==> config.mk <==
export PLATFORM = sky130hd
export DESIGN_NAME = pipe_hazard_ctrl_flat
export DESIGN_NICKNAME = d
export VERILOG_FILES = /design/src/rtl/pipe_hazard_ctrl_if.sv /design/src/rtl/pipe_hazard_ctrl.sv /design/src/flat_wrapper.sv
export SDC_FILE = /design/constraint.sdc
export NUM_CORES = 1
export LEC_CHECK = 0
export CAP_MARGIN = 0
export CELL_PAD_IN_SITES_DETAIL_PLACEMENT = 2
export CELL_PAD_IN_SITES_GLOBAL_PLACEMENT = 2
export CORE_UTILIZATION = 25
export CTS_BUF_LIST = sky130_fd_sc_hd__clkbuf_2 sky130_fd_sc_hd__clkbuf_4 sky130_fd_sc_hd__clkbuf_8
export CTS_CLUSTER_SIZE = 12
export DETAILED_ROUTE_END_ITERATION = 7
export PLACE_DENSITY = 0.84
export SYNTH_ARGS = -nofsm -noshare
export SYNTH_HDL_FRONTEND = slang
export SYNTH_SLANG_ARGS = --single-unit
==> constraint.sdc <==
create_clock -name clock -period 2.1 [get_ports clock]
set_clock_uncertainty 0.05 [all_clocks]
set_input_delay 0.42 -clock clock [delete_from_list [all_inputs] [get_ports clock]]
set_output_delay 0.42 -clock clock [all_outputs]
set_load 0.005 [all_outputs]
==> src/rtl/pipe_hazard_ctrl_if.sv <==
// Hazard-control bus between the pipeline datapath and pipe_hazard_ctrl:
// decode/EX hazard inputs in one direction, stage control and counters back.
interface pipe_hazard_ctrl_if;
  logic [4:0]  id_rs;
  logic [4:0]  id_rt;
  logic        id_uses_rt;
  logic        ex_re;
  logic [4:0]  ex_rd;
  logic        ex_br_valid;
  logic        ex_br_taken;
  logic        ex_pred;
  logic        mem_busy;
  logic        clear_counts;
  logic        hold_pc;
  logic        hold_ifid;
  logic        stall_idex;
  logic        freeze;
  logic        flush_ifid;
  logic        flush_idex;
  logic        redirect;
  logic [1:0]  state;
  logic [15:0] stall_count;
  logic [15:0] flush_count;

  modport master (
    output id_rs, id_rt, id_uses_rt, ex_re, ex_rd,
    output ex_br_valid, ex_br_taken, ex_pred, mem_busy, clear_counts,
    input  hold_pc, hold_ifid, stall_idex, freeze, flush_ifid, flush_idex, redirect,
    input  state, stall_count, flush_count
  );

  modport slave (
    input  id_rs, id_rt, id_uses_rt, ex_re, ex_rd,
    input  ex_br_valid, ex_br_taken, ex_pred, mem_busy, clear_counts,
    output hold_pc, hold_ifid, stall_idex, freeze, flush_ifid, flush_idex, redirect,
    output state, stall_count, flush_count
  );
endinterface

==> src/rtl/pipe_hazard_ctrl.sv <==
// Pipeline hazard controller: load-use stall, memory-wait freeze and branch
// mispredict flush, with saturating stall/flush event counters.
module pipe_hazard_ctrl (
  input  logic              clock,
  input  logic              reset,
  pipe_hazard_ctrl_if.slave bus
);

  typedef enum logic [1:0] {
    RUN     = 2'd0,
    LOADUSE = 2'd1,
    MEMWAIT = 2'd2,
    FLUSH   = 2'd3
  } state_t;

  localparam logic [15:0] CNT_MAX = 16'hFFFF;

  state_t      r_state;
  state_t      w_next;
  logic [15:0] r_stall_count;
  logic [15:0] r_flush_count;
  logic        w_mp;
  logic        w_lu;
  logic        w_hold_pc;
  logic        w_hold_ifid;
  logic        w_stall_idex;
  logic        w_freeze;
  logic        w_flush_ifid;
  logic        w_flush_idex;
  logic        w_redirect;

  assign w_mp = bus.ex_br_valid & (bus.ex_br_taken != bus.ex_pred);
  assign w_lu = bus.ex_re & (bus.ex_rd != 5'd0) &
                ((bus.ex_rd == bus.id_rs) | (bus.id_uses_rt & (bus.ex_rd == bus.id_rt)));

  // State register
  always_ff @(posedge clock or posedge reset) begin
    if (reset) begin
      r_state <= RUN;
    end else begin
      r_state <= w_next;
    end
  end

  // Next state and stage controls; everything is forced low while reset is held
  always_comb begin
    w_next       = r_state;
    w_hold_pc    = 1'b0;
    w_hold_ifid  = 1'b0;
    w_stall_idex = 1'b0;
    w_freeze     = 1'b0;
    w_flush_ifid = 1'b0;
    w_flush_idex = 1'b0;
    w_redirect   = 1'b0;
    if (reset) begin
      w_next = RUN;
    end else begin
      case (r_state)
        RUN, LOADUSE: begin
          if (w_mp) begin
            w_flush_ifid = 1'b1;
            w_flush_idex = 1'b1;
            w_redirect   = 1'b1;
            w_next       = FLUSH;
          end else if (bus.mem_busy) begin
            w_freeze    = 1'b1;
            w_hold_pc   = 1'b1;
            w_hold_ifid = 1'b1;
            w_next      = MEMWAIT;
          end else if (w_lu && (r_state == RUN)) begin
            w_hold_pc    = 1'b1;
            w_hold_ifid  = 1'b1;
            w_stall_idex = 1'b1;
            w_next       = LOADUSE;
          end else begin
            w_next = RUN;
          end
        end
        // EX is frozen while memory is busy, so a pending mispredict waits
        MEMWAIT: begin
          if (bus.mem_busy) begin
            w_freeze    = 1'b1;
            w_hold_pc   = 1'b1;
            w_hold_ifid = 1'b1;
            w_next      = MEMWAIT;
          end else if (w_mp) begin
            w_flush_ifid = 1'b1;
            w_flush_idex = 1'b1;
            w_redirect   = 1'b1;
            w_next       = FLUSH;
          end else begin
            w_next = RUN;
          end
        end
        FLUSH: begin
          w_flush_ifid = 1'b1;
          w_next       = RUN;
        end
        default: begin
          w_next = RUN;
        end
      endcase
    end
  end

  // Saturating event counters; clear wins over increment
  always_ff @(posedge clock or posedge reset) begin
    if (reset) begin
      r_stall_count <= 16'd0;
      r_flush_count <= 16'd0;
    end else if (bus.clear_counts) begin
      r_stall_count <= 16'd0;
      r_flush_count <= 16'd0;
    end else begin
      if ((w_stall_idex | w_freeze) && (r_stall_count != CNT_MAX)) begin
        r_stall_count <= r_stall_count + 16'd1;
      end else begin
        r_stall_count <= r_stall_count;
      end
      if (w_redirect && (r_flush_count != CNT_MAX)) begin
        r_flush_count <= r_flush_count + 16'd1;
      end else begin
        r_flush_count <= r_flush_count;
      end
    end
  end

  assign bus.hold_pc     = w_hold_pc;
  assign bus.hold_ifid   = w_hold_ifid;
  assign bus.stall_idex  = w_stall_idex;
  assign bus.freeze      = w_freeze;
  assign bus.flush_ifid  = w_flush_ifid;
  assign bus.flush_idex  = w_flush_idex;
  assign bus.redirect    = w_redirect;
  assign bus.state       = r_state;
  assign bus.stall_count = r_stall_count;
  assign bus.flush_count = r_flush_count;

endmodule

==> src/flat_wrapper.sv <==
// flat-port wrapper written by rule: the top's interface ports become plain ports
module pipe_hazard_ctrl_flat 
  (clock, reset, bus_id_rs, bus_id_rt, bus_id_uses_rt, bus_ex_re, bus_ex_rd, bus_ex_br_valid, bus_ex_br_taken, bus_ex_pred, bus_mem_busy, bus_clear_counts, bus_hold_pc, bus_hold_ifid, bus_stall_idex, bus_freeze, bus_flush_ifid, bus_flush_idex, bus_redirect, bus_state, bus_stall_count, bus_flush_count);
  pipe_hazard_ctrl_if bus_i ();
  input  logic clock;
  input  logic reset;
  input wire logic [$bits(bus_i.id_rs)-1:0] bus_id_rs;
  input wire logic [$bits(bus_i.id_rt)-1:0] bus_id_rt;
  input wire logic [$bits(bus_i.id_uses_rt)-1:0] bus_id_uses_rt;
  input wire logic [$bits(bus_i.ex_re)-1:0] bus_ex_re;
  input wire logic [$bits(bus_i.ex_rd)-1:0] bus_ex_rd;
  input wire logic [$bits(bus_i.ex_br_valid)-1:0] bus_ex_br_valid;
  input wire logic [$bits(bus_i.ex_br_taken)-1:0] bus_ex_br_taken;
  input wire logic [$bits(bus_i.ex_pred)-1:0] bus_ex_pred;
  input wire logic [$bits(bus_i.mem_busy)-1:0] bus_mem_busy;
  input wire logic [$bits(bus_i.clear_counts)-1:0] bus_clear_counts;
  output wire logic [$bits(bus_i.hold_pc)-1:0] bus_hold_pc;
  output wire logic [$bits(bus_i.hold_ifid)-1:0] bus_hold_ifid;
  output wire logic [$bits(bus_i.stall_idex)-1:0] bus_stall_idex;
  output wire logic [$bits(bus_i.freeze)-1:0] bus_freeze;
  output wire logic [$bits(bus_i.flush_ifid)-1:0] bus_flush_ifid;
  output wire logic [$bits(bus_i.flush_idex)-1:0] bus_flush_idex;
  output wire logic [$bits(bus_i.redirect)-1:0] bus_redirect;
  output wire logic [$bits(bus_i.state)-1:0] bus_state;
  output wire logic [$bits(bus_i.stall_count)-1:0] bus_stall_count;
  output wire logic [$bits(bus_i.flush_count)-1:0] bus_flush_count;
  assign bus_i.id_rs = bus_id_rs;
  assign bus_i.id_rt = bus_id_rt;
  assign bus_i.id_uses_rt = bus_id_uses_rt;
  assign bus_i.ex_re = bus_ex_re;
  assign bus_i.ex_rd = bus_ex_rd;
  assign bus_i.ex_br_valid = bus_ex_br_valid;
  assign bus_i.ex_br_taken = bus_ex_br_taken;
  assign bus_i.ex_pred = bus_ex_pred;
  assign bus_i.mem_busy = bus_mem_busy;
  assign bus_i.clear_counts = bus_clear_counts;
  assign bus_hold_pc = bus_i.hold_pc;
  assign bus_hold_ifid = bus_i.hold_ifid;
  assign bus_stall_idex = bus_i.stall_idex;
  assign bus_freeze = bus_i.freeze;
  assign bus_flush_ifid = bus_i.flush_ifid;
  assign bus_flush_idex = bus_i.flush_idex;
  assign bus_redirect = bus_i.redirect;
  assign bus_state = bus_i.state;
  assign bus_stall_count = bus_i.stall_count;
  assign bus_flush_count = bus_i.flush_count;
  pipe_hazard_ctrl u_core (.clock(clock), .reset(reset), .bus(bus_i));
endmodule
# == After elaboration in Yosys (flattened, before gate mapping) ==
# Index checks and enable logic that the tools add are counted.
# classes
n_reduce_logical,8
add_sub_neg,2
n_mux,30
eq_ne,8
bitwise,6
# ops
operator,n
16-bit two-way mux,4
"16-bit by 1-bit adder with 16-bit output, second input constant",2
"16-bit != test, second input constant",2
1-bit two-way mux,16
5-bit == test,2
2-bit two-way mux,5
1-bit one-hot mux with 2 select lines,3
2-bit one-hot mux with 3 select lines,1
5-bit nonzero test,1
1-bit bitwise AND,4
"2-bit == test, second input constant",2
2-bit nonzero test,2
1-bit logical AND,3
1-bit one-hot mux with 3 select lines,1
"2-bit by 1-bit == test with 1-bit output, second input constant",1
2-bit logical NOT,1
1-bit bitwise OR,2
2-bit OR reduction,1
1-bit != test,1
# totals
elab_cells,57
output_inout_bits,41
in_bits,24
regBits,34

# == Longest topological paths before layout ==
# Gate-level depths: netlist (run 1).
# logic_depth
ltp_word,14
mapped_depth,9
depth_no_buf,7

# == Worst setup path before layout (run 1) ==
# No wires, ideal clock.
# synth_path
kind,input-to-reg
start,in reset
end,reg u_core.r_flush_count[9] (netlist: u_core.bus.flush_count[9])
n_path_buf,0
required_ns,1.918
slack_ns,-0.360
setup_ns,0.132
cell_stages,6
arrival_ns,2.278
path_cell_list,inv_1 nand4_1 a211oi_2 nand4_1 xor2_1 nor2_1
# synth_via
elab_chain_len,3
# synth_rtl
element,line_no,rtl
"start, declared",flat_wrapper.sv:6,input logic reset;
1-bit two-way mux,pipe_hazard_ctrl.sv:55,if (reset) begin
1-bit logical AND,pipe_hazard_ctrl.sv:120,if (w_redirect && (r_flush_count != CNT_MAX)) begin
2-bit nonzero test (no source line),-,
"end signal, assigned",pipe_hazard_ctrl.sv:121,r_flush_count <= r_flush_count + 16'd1;
"end signal, assigned",pipe_hazard_ctrl.sv:123,r_flush_count <= r_flush_count;
"end, declared",pipe_hazard_ctrl.sv:21,logic [15:0] r_flush_count;
# No other way between the ends.
# A chain may end at the register's enable or synchronous reset.

# == Final worst setup path (run 1) ==
# layout_path
start,reg u_core.r_state[0] (netlist: u_core.bus.state[0])
end,reg u_core.r_stall_count[13] (netlist: u_core.bus.stall_count[13])
# layout_via
elab_chain_len,10
elab_cells_between_ends,15
cone_classes,2 x eq/ne; 7 x mux; 1 x bitwise; 5 x reduce/logical
# layout_rtl
element,line_no,rtl
"start, declared",pipe_hazard_ctrl.sv:18,state_t r_state;
"start signal, assigned",pipe_hazard_ctrl.sv:41,r_state <= w_next;
2-bit logical NOT,"pipe_hazard_ctrl.sv:58, pipe_hazard_ctrl.sv:70",
1-bit logical AND,pipe_hazard_ctrl.sv:70,end else if (w_lu && (r_state == RUN)) begin
1-bit two-way mux,pipe_hazard_ctrl.sv:70,
1-bit two-way mux,pipe_hazard_ctrl.sv:65,end else if (bus.mem_busy) begin
1-bit two-way mux,pipe_hazard_ctrl.sv:60,if (w_mp) begin
1-bit two-way mux,pipe_hazard_ctrl.sv:58,case (r_state)
1-bit two-way mux,pipe_hazard_ctrl.sv:55,
1-bit bitwise OR *,pipe_hazard_ctrl.sv:115,if ((w_stall_idex | w_freeze) && (r_stall_count != CNT_MAX)) begin
1-bit logical AND *,pipe_hazard_ctrl.sv:115,
2-bit nonzero test (no source line) *,-,
"end signal, assigned",pipe_hazard_ctrl.sv:116,r_stall_count <= r_stall_count + 16'd1;
"end signal, assigned",pipe_hazard_ctrl.sv:118,r_stall_count <= r_stall_count;
"end, declared",pipe_hazard_ctrl.sv:20,logic [15:0] r_stall_count;
# Every way passes the cells marked *; elsewhere a longest branch is shown, timed or not.

==> qor.yml, run 1 <==
sta:
  fin_crit_sh: 1.15
  fmax_mhz: 415
  finalSetupViolCount: 20
  setup_slack_ns: -0.311
  period_needed_ns: 2.41
  slew_viol_final: 0
  rsz0062_at_grt: "true"
  holdWs_ns: 0.536
  slew_headroom: 0.691
  worst_pin_slew_ns: 0.464
  hold_viol: 0
job:
  cap_violations: 0
clock_tree:
  path_clk_slew_ns: 0.08
  cts-root-buf: "clkbuf_8"
  cts_tree: "built"
  ctsHoldBuffers: 0
  insertion_delay_ns: 0.29
  cts-buffers-inserted: 5
  cts_sinks: 34
  htreeDepth: 2
  cts_buffer_depth: 2
logic_synthesis:
  synth_edf_count: 0
  muxShareOfSynthArea: 0.00988
  yosys.cell_types.count: 43
  synth_top_family_by_area: "simple AND/OR/NAND/NOR gates"
  post_synth_inst_count: 216
  synth-xor-area-share: 0.125
  synth_top_cell_by_area: "dfrtp_1"
  synth_area_um2: 2030
  synth-seq-cells: 34
  synth.most_common_cell: "dfrtp_1"
  synth_compound_area_frac: 0.138
  seq_area_frac_synth: 0.420
  syn_avg_cell_area_um2: 9.38
  yosysWarnings: 0
  synth_flop_cell: "dfrtp_1"
  synthTopCellsByCount: "dfrtp_1 (34), nor2_1 (23), nand3_1 (15), xnor2_1 (15)"
  synthArstFlopShare: 1.00
  synth_area_leaders: "dfrtp_1 (42%), xnor2_1 (6.5%), xor2_1 (6.1%)"
  yosys.area.top_type_share: 0.420
  synth_nets: 242
  yosys.area_share.simple: 0.250
  synth-adder-area-share: 0.0124
cells_and_area:
  design_area_um2: 3790
  drive_gt1_frac: 0.424
  diodes: 0
  area_growth_pct: 87.2
  nets: 376
  fillers: 813
min_path:
  hold_start: "u_core.bus.flush_count[9]$_DFFE_PP0P_"
  hold-path-cell-count: 2
  hp-class: "reg2reg"
  min_to: "u_core.bus.flush_count[9]$_DFFE_PP0P_"
run_status:
  violations: "setup timing"
  outcome: "complete, but fails checks"
grt:
  grt_max_degree: 35
  first_global_vias: 2503
  grt_pass1_wl_mm: 13.5
  grt_util_all_layers: 0.205
  overflow: 0
  antenna_found_initial: 0
die:
  start_util: 0.261
  ioPinCount: 65
  coreArea_um2: 7770
  die_area_um2: 8470
  die_w_um: 92.0
  die_y_um: 92.0
  rows: 32
setup_path:
  critPathKind: "reg2reg"
  start_kind: "flip-flop"
  reg2reg_from: "u_core.bus.state[0]$_DFF_PP0_"
  cp_slowest_cell: "or4b_4"
  crit_path_end_kind: "flip-flop"
  worstPathRequired_ns: 2.26
  crit_chain: "a21oi_4, o311ai_4, buf_6, a221oi_4, nand2_4, buf_12, or4b_4, a21oi_2"
  reg2regPathDepth: 8
  r2r_end: "u_core.bus.stall_count[13]$_DFFE_PP0P_"
  max_stage_delay_ns: 0.50
  path_max_fanout: 6
  arrival_ns: 2.57
  ff2ff_setup_slack_ns: -0.31
routing:
  dr.pass1.iters: 4
  num_vias: 2301
  routed_wl_mm: 9.46
  ant_nets: 0
  routed_via_density: 5.10
  post_drt_wl_per_cell_um: 21.0
  drt_iter0_markers: 57
  drcViolationCount: 0
power_and_ir_drop:
  cellLeakagePower_nw: 1.62
  peakVddDrop_mv: 0.255
  power.total_mw: 1.50
  p_per_area_nw_per_um2: 396
placement:
  hpwl_mm: 5.23
  place_area_um2: 3140
  numPortBuffers: 64
  dp_slack_ns: -0.880
  place_congestion: 0.734
[flip-flops by register name (all words and copies together) (netlist names)]
signal	flops
u_core.bus.state	2
u_core.bus.flush_count	16
u_core.bus.stall_count	16
[power breakdown]
| group | switching (mW) | total [mW] | internal [mW] | leakage [nW] |
|---|---|---|---|---|
| sequential | 0.00701 | 0.667 | 0.660 | 0.470 |
| clock | 0.247 | 0.500 | 0.253 | 0.0431 |
| combinational | 0.159 | 0.335 | 0.177 | 1.10 |
| total | 0.413 | 1.50 | 1.09 | 1.62 |
[how the worst max path moves through the flow]
stage / startpoint / end / depth (start not counted)
3_5_place_dp: bus_ex_rd[0] / bus_hold_ifid / 6
4_1_cts: bus_ex_rd[2] / bus_hold_ifid / 6
5_1_grt: u_core.bus.state[0]$_DFF_PP0_ / u_core.bus.stall_count[3]$_DFFE_PP0P_ / 9
2_1_floorplan: bus_ex_rd[0] / bus_hold_pc / 5
6_report: u_core.bus.state[0]$_DFF_PP0_ / u_core.bus.stall_count[13]$_DFFE_PP0P_ / 8
3_3_place_gp: bus_ex_rd[0] / bus_hold_pc / 6
[stage by stage]
stage / cells / setup TNS [ns] / util
6_report: 451 / -3.88 / 0.488
5_1_grt: 451 / -5.05 / 0.488
4_1_cts: 444 / -2.39 / 0.451
3_5_place_dp: 422 / -20.65 / 0.404
3_3_place_gp: 422 / -16.38 / 0.404
2_1_floorplan: 216 / -0.0512 / -
[cell families after synthesis]
logic type	after synthesis
and+or+nand+nor	91
AOI/OAI and AO/OA	40
DFF	34
xor gates and xnor gates	29
buffers and inverters	18
muxes	2
adders and majority gates	2
[final cells by class]
| class | count | area (µm²) | area share |
|---|---|---|---|
| multi-input combinational | 164 | 1430 | 0.377 |
| clock buffer | 6 | 82.6 | 0.0218 |
| sequential | 34 | 853 | 0.225 |
| timing repair buffer | 135 | 1260 | 0.331 |
| inverter | 10 | 41.3 | 0.0109 |
| tap | 102 | 128 | 0.0337 |
[placed cells by master, fill, tap and decap left out, types with 3 or more instances in the layout]
| cell type | n |
|---|---|
| a21oi_1 | 6 |
| a21oi_2 | 8 |
| and3_1 | 4 |
| and4_1 | 3 |
| buf_2 | 3 |
| buf_4 | 52 |
| buf_6 | 22 |
| clkbuf_8 | 6 |
| clkdlybuf4s50_1 | 36 |
| dfrtp_1 | 32 |
| dlygate4sd2_1 | 14 |
| inv_1 | 7 |
| nand2_1 | 12 |
| nand3_1 | 12 |
| nand3_2 | 3 |
| nand4_1 | 7 |
| nor2_1 | 23 |
| o31ai_2 | 7 |
| or4_4 | 7 |
| xnor2_1 | 10 |
| xnor2_2 | 5 |
| xor2_1 | 12 |
[layer usage]
layer,GRT usage,routed length [µm],vias to the layer above
met1,0.231,3620,1171
met4,0.0469,189,0
met3,0.0415,424,15
met2,0.391,5220,66
li1,-,-,1049
met5,0,0,-
[worst max-delay path: cells and delay by family (launching register included)]
family | cells | cell delay [ns]
AO/OA/AOI/OAI | 4 | 0.90
buffers and inverters | 2 | 0.31
AND/OR/NAND/NOR | 2 | 0.63
flip-flops | 1 | 0.45
[repair_timing]
action                     4_1_cts  5_1_grt
pin swaps                       32       27
setup buffers                   15       13
gates resized for setup         95       61
setup endpoints to repair       36       28
cloned                           1        1
Note: power is estimated with default switching activity, not from simulation.
==> run 2, diff against run 1 <==
--- a/config.mk
+++ b/config.mk
@@ -12,7 +12,9 @@
 export CTS_BUF_LIST = sky130_fd_sc_hd__clkbuf_2 sky130_fd_sc_hd__clkbuf_4 sky130_fd_sc_hd__clkbuf_8
 export CTS_CLUSTER_SIZE = 12
 export DETAILED_ROUTE_END_ITERATION = 7
+export MAX_ROUTING_LAYER = met4
 export PLACE_DENSITY = 0.84
+export REMOVE_ABC_BUFFERS = 1
 export SYNTH_ARGS = -nofsm -noshare
 export SYNTH_HDL_FRONTEND = slang
 export SYNTH_SLANG_ARGS = --single-unit
==> qor.yml, run 2 (synthesis gave the netlist of run 1 again) <==
run_status:
  outcome: "complete, but fails checks"  # unchanged
  violations: "setup timing"  # unchanged
sta:
  slew_headroom: 0.679  # was 0.691
  slew_viol_final: 0  # unchanged
  finalSetupViolCount: 28  # was 20
  fmax_mhz: 424  # was 415 MHz
  worst_pin_slew_ns: 0.481  # was 0.464 ns
  setup_slack_ns: -0.257  # was -0.311 ns
  hold_viol: 0  # unchanged
  rsz0062_at_grt: "true"  # unchanged
  fin_crit_sh: 1.12  # was 1.15
  period_needed_ns: 2.36  # was 2.41 ns
cells_and_area:
  design_area_um2: 3890  # was 3790 µm²
  utilization: 0.501  # was 0.488
  fillers: 792  # was 813
  drive_gt1_frac: 0.436  # was 0.424
  layout_common_cells: "buf_4 (64), clkdlybuf4s50_1 (36), dfrtp_1 (32)"  # was buf_4 (52), clkdlybuf4s50_1 (36), dfrtp_1 (32)
  final_common_cell: "buf_4"  # unchanged
  diodes: 0  # unchanged
  nets: 387  # was 376
  area_growth_pct: 92.0  # was 87.2%
routing:
  num_vias: 2408  # was 2301
  post_drt_wl_per_cell_um: 23.2  # was 21.0 µm
  drt_iter0_markers: 62  # was 57
  drcViolationCount: 0  # unchanged
  routed_via_density: 5.19  # was 5.10
  routed_wl_mm: 10.8  # was 9.46 mm
  dr.pass1.iters: 4  # unchanged
  ant_nets: 0  # unchanged
setup_path:
  startpoint: "bus_ex_rd[4]"  # was u_core.bus.state[0]$_DFF_PP0_
  critPathKind: "in2out"  # was reg2reg
  arrival_ns: 1.89  # was 2.57 ns
  start_kind: "input port"  # was flip-flop
  worstPathRequired_ns: 1.63  # was 2.26 ns
  crit_path_end_kind: "output pin"  # was flip-flop
  path_max_fanout: 2  # was 6
  reg2reg_from: "u_core.bus.state[1]$_DFF_PP0_"  # was u_core.bus.state[0]$_DFF_PP0_
clock_tree:
  cts-buffers-inserted: 5  # unchanged
  cts_buffer_depth: 2  # unchanged
  cts_sinks: 34  # unchanged
  cts_tree: "built"  # unchanged
  htreeDepth: 2  # unchanged
  insertion_delay_ns: 0.30  # was 0.29 ns
  cts-root-buf: "clkbuf_8"  # unchanged
  path_clk_slew_ns: 0.07  # was 0.08 ns
power_and_ir_drop:
  cellLeakagePower_nw: 1.67  # was 1.62 nW
  p_per_area_nw_per_um2: 432  # was 396 nW/µm²
  power.total_mw: 1.68  # was 1.50 mW
  peakVddDrop_mv: 0.289  # was 0.255 mV
grt:
  grt_max_degree: 35  # unchanged
  grt_use_met1: 0.275  # was 0.231
  met2_usage: 0.460  # was 0.391
  antenna_found_initial: 0  # unchanged
  busiest_layer: "met2"  # unchanged
  overflow: 0  # unchanged
  grt_util_all_layers: 0.253  # was 0.205
  grt_pass1_wl_mm: 15.9  # was 13.5 mm
  grt_use_met3: 0.0348  # was 0.0415
  first_global_vias: 2781  # was 2503
placement:
  hpwl_mm: 5.45  # was 5.23 mm
  place_congestion: 0.778  # was 0.734
  dp_slack_ns: -1.05  # was -0.880 ns
  place_area_um2: 3140  # about the same
  numPortBuffers: 64  # unchanged
die:
  rows: 32  # unchanged
  start_util: 0.261  # unchanged
  ioPinCount: 65  # unchanged
  die_y_um: 92.0  # unchanged
  coreArea_um2: 7770  # unchanged
  die_area_um2: 8470  # unchanged
  die_w_um: 92.0  # unchanged
job:
  cap_violations: 0  # unchanged
min_path:
  hold_start: "u_core.bus.flush_count[14]$_DFFE_PP0P_"  # was u_core.bus.flush_count[9]$_DFFE_PP0P_
  hp-class: "reg2reg"  # unchanged
## run 2: changes by cell type in the layout (fill, tap and decap cells not counted), moves of 2 or more
cell | before | now
clkdlybuf4s15_1 | 1 | 4
o31ai_2 | 7 | 5
buf_12 | 2 | 0
a21oi_2 | 8 | 6
o31ai_1 | 1 | 4
a211oi_2 | 0 | 2
buf_4 | 52 | 64
clkinv_2 | 0 | 2
nand3_1 | 12 | 10
dlymetal6s2s_1 | 2 | 0
nand2_8 | 0 | 2
buf_6 | 22 | 24
## run 2: per-stage QoR
stage,std cells,hold WS [ns],TNS (ns)
6_report,464,0.536,-3.65
5_1_grt,464,0.562,-6.08
4_1_cts,458,0.534,-1.08
3_5_place_dp,427,0.515,-21.62
3_3_place_gp,427,0.501,-18.49
2_1_floorplan,208,0.433,-4.68
## run 2: path summary, 6_finish.rpt
kind	depth (start not counted)	end	slack, ns
max	6	bus_hold_pc	-0.26
min	2	u_core.bus.flush_count[14]$_DFFE_PP0P_	0.54
max reg2reg	7	u_core.bus.stall_count[5]$_DFFE_PP0P_	-0.24
min reg2reg	2	u_core.bus.flush_count[14]$_DFFE_PP0P_	0.54
max in group asynchronous	4	u_core.bus.state[0]$_DFF_PP0_	1.01
min in group asynchronous	4	u_core.bus.flush_count[13]$_DFFE_PP0P_	0.63
## run 2: routing by layer
layer / vias to the layer above / routed length (µm)
met4: 0 / 354
met3: 27 / 395
met1: 1222 / 4240
met2: 80 / 5800
met5: - / 0
li1: 1079 / -
## run 2: critical path, cell delays in order
cell and delay, ns:
buf_6 0.10, or4_4 0.54, o211a_1 0.26, and3_4 0.19, or2_4 0.25, buf_6 0.12
## run 2: final cells by class
class,count,area (µm²),share of cell area
multi-input cells,166,1480,0.380
well taps,102,128,0.0328
inverters,10,40.0,0.0103
flip-flops and latches,34,853,0.219
repair buffers,144,1280,0.329
clock inverters,3,40.0,0.0103
clock buffers,5,68.8,0.0177
## run 2: what timing repair did
| item | CTS | global route |
|---|---|---|
| gates cloned | 2 | 0 |
| endpoints found under the setup margin | 37 | 29 |
| pin swaps | 42 | 26 |
| buffers inserted | 23 | 9 |
| resized for setup | 112 | 47 |
| hold buffers | 0 | 0 |
## run 2: report_power, final
part	internal, mW	switching [mW]	total (mW)
Clock	0.350	0.280	0.630
Combinational	0.194	0.188	0.382
Sequential	0.660	0.00913	0.669
Total	1.20	0.477	1.68
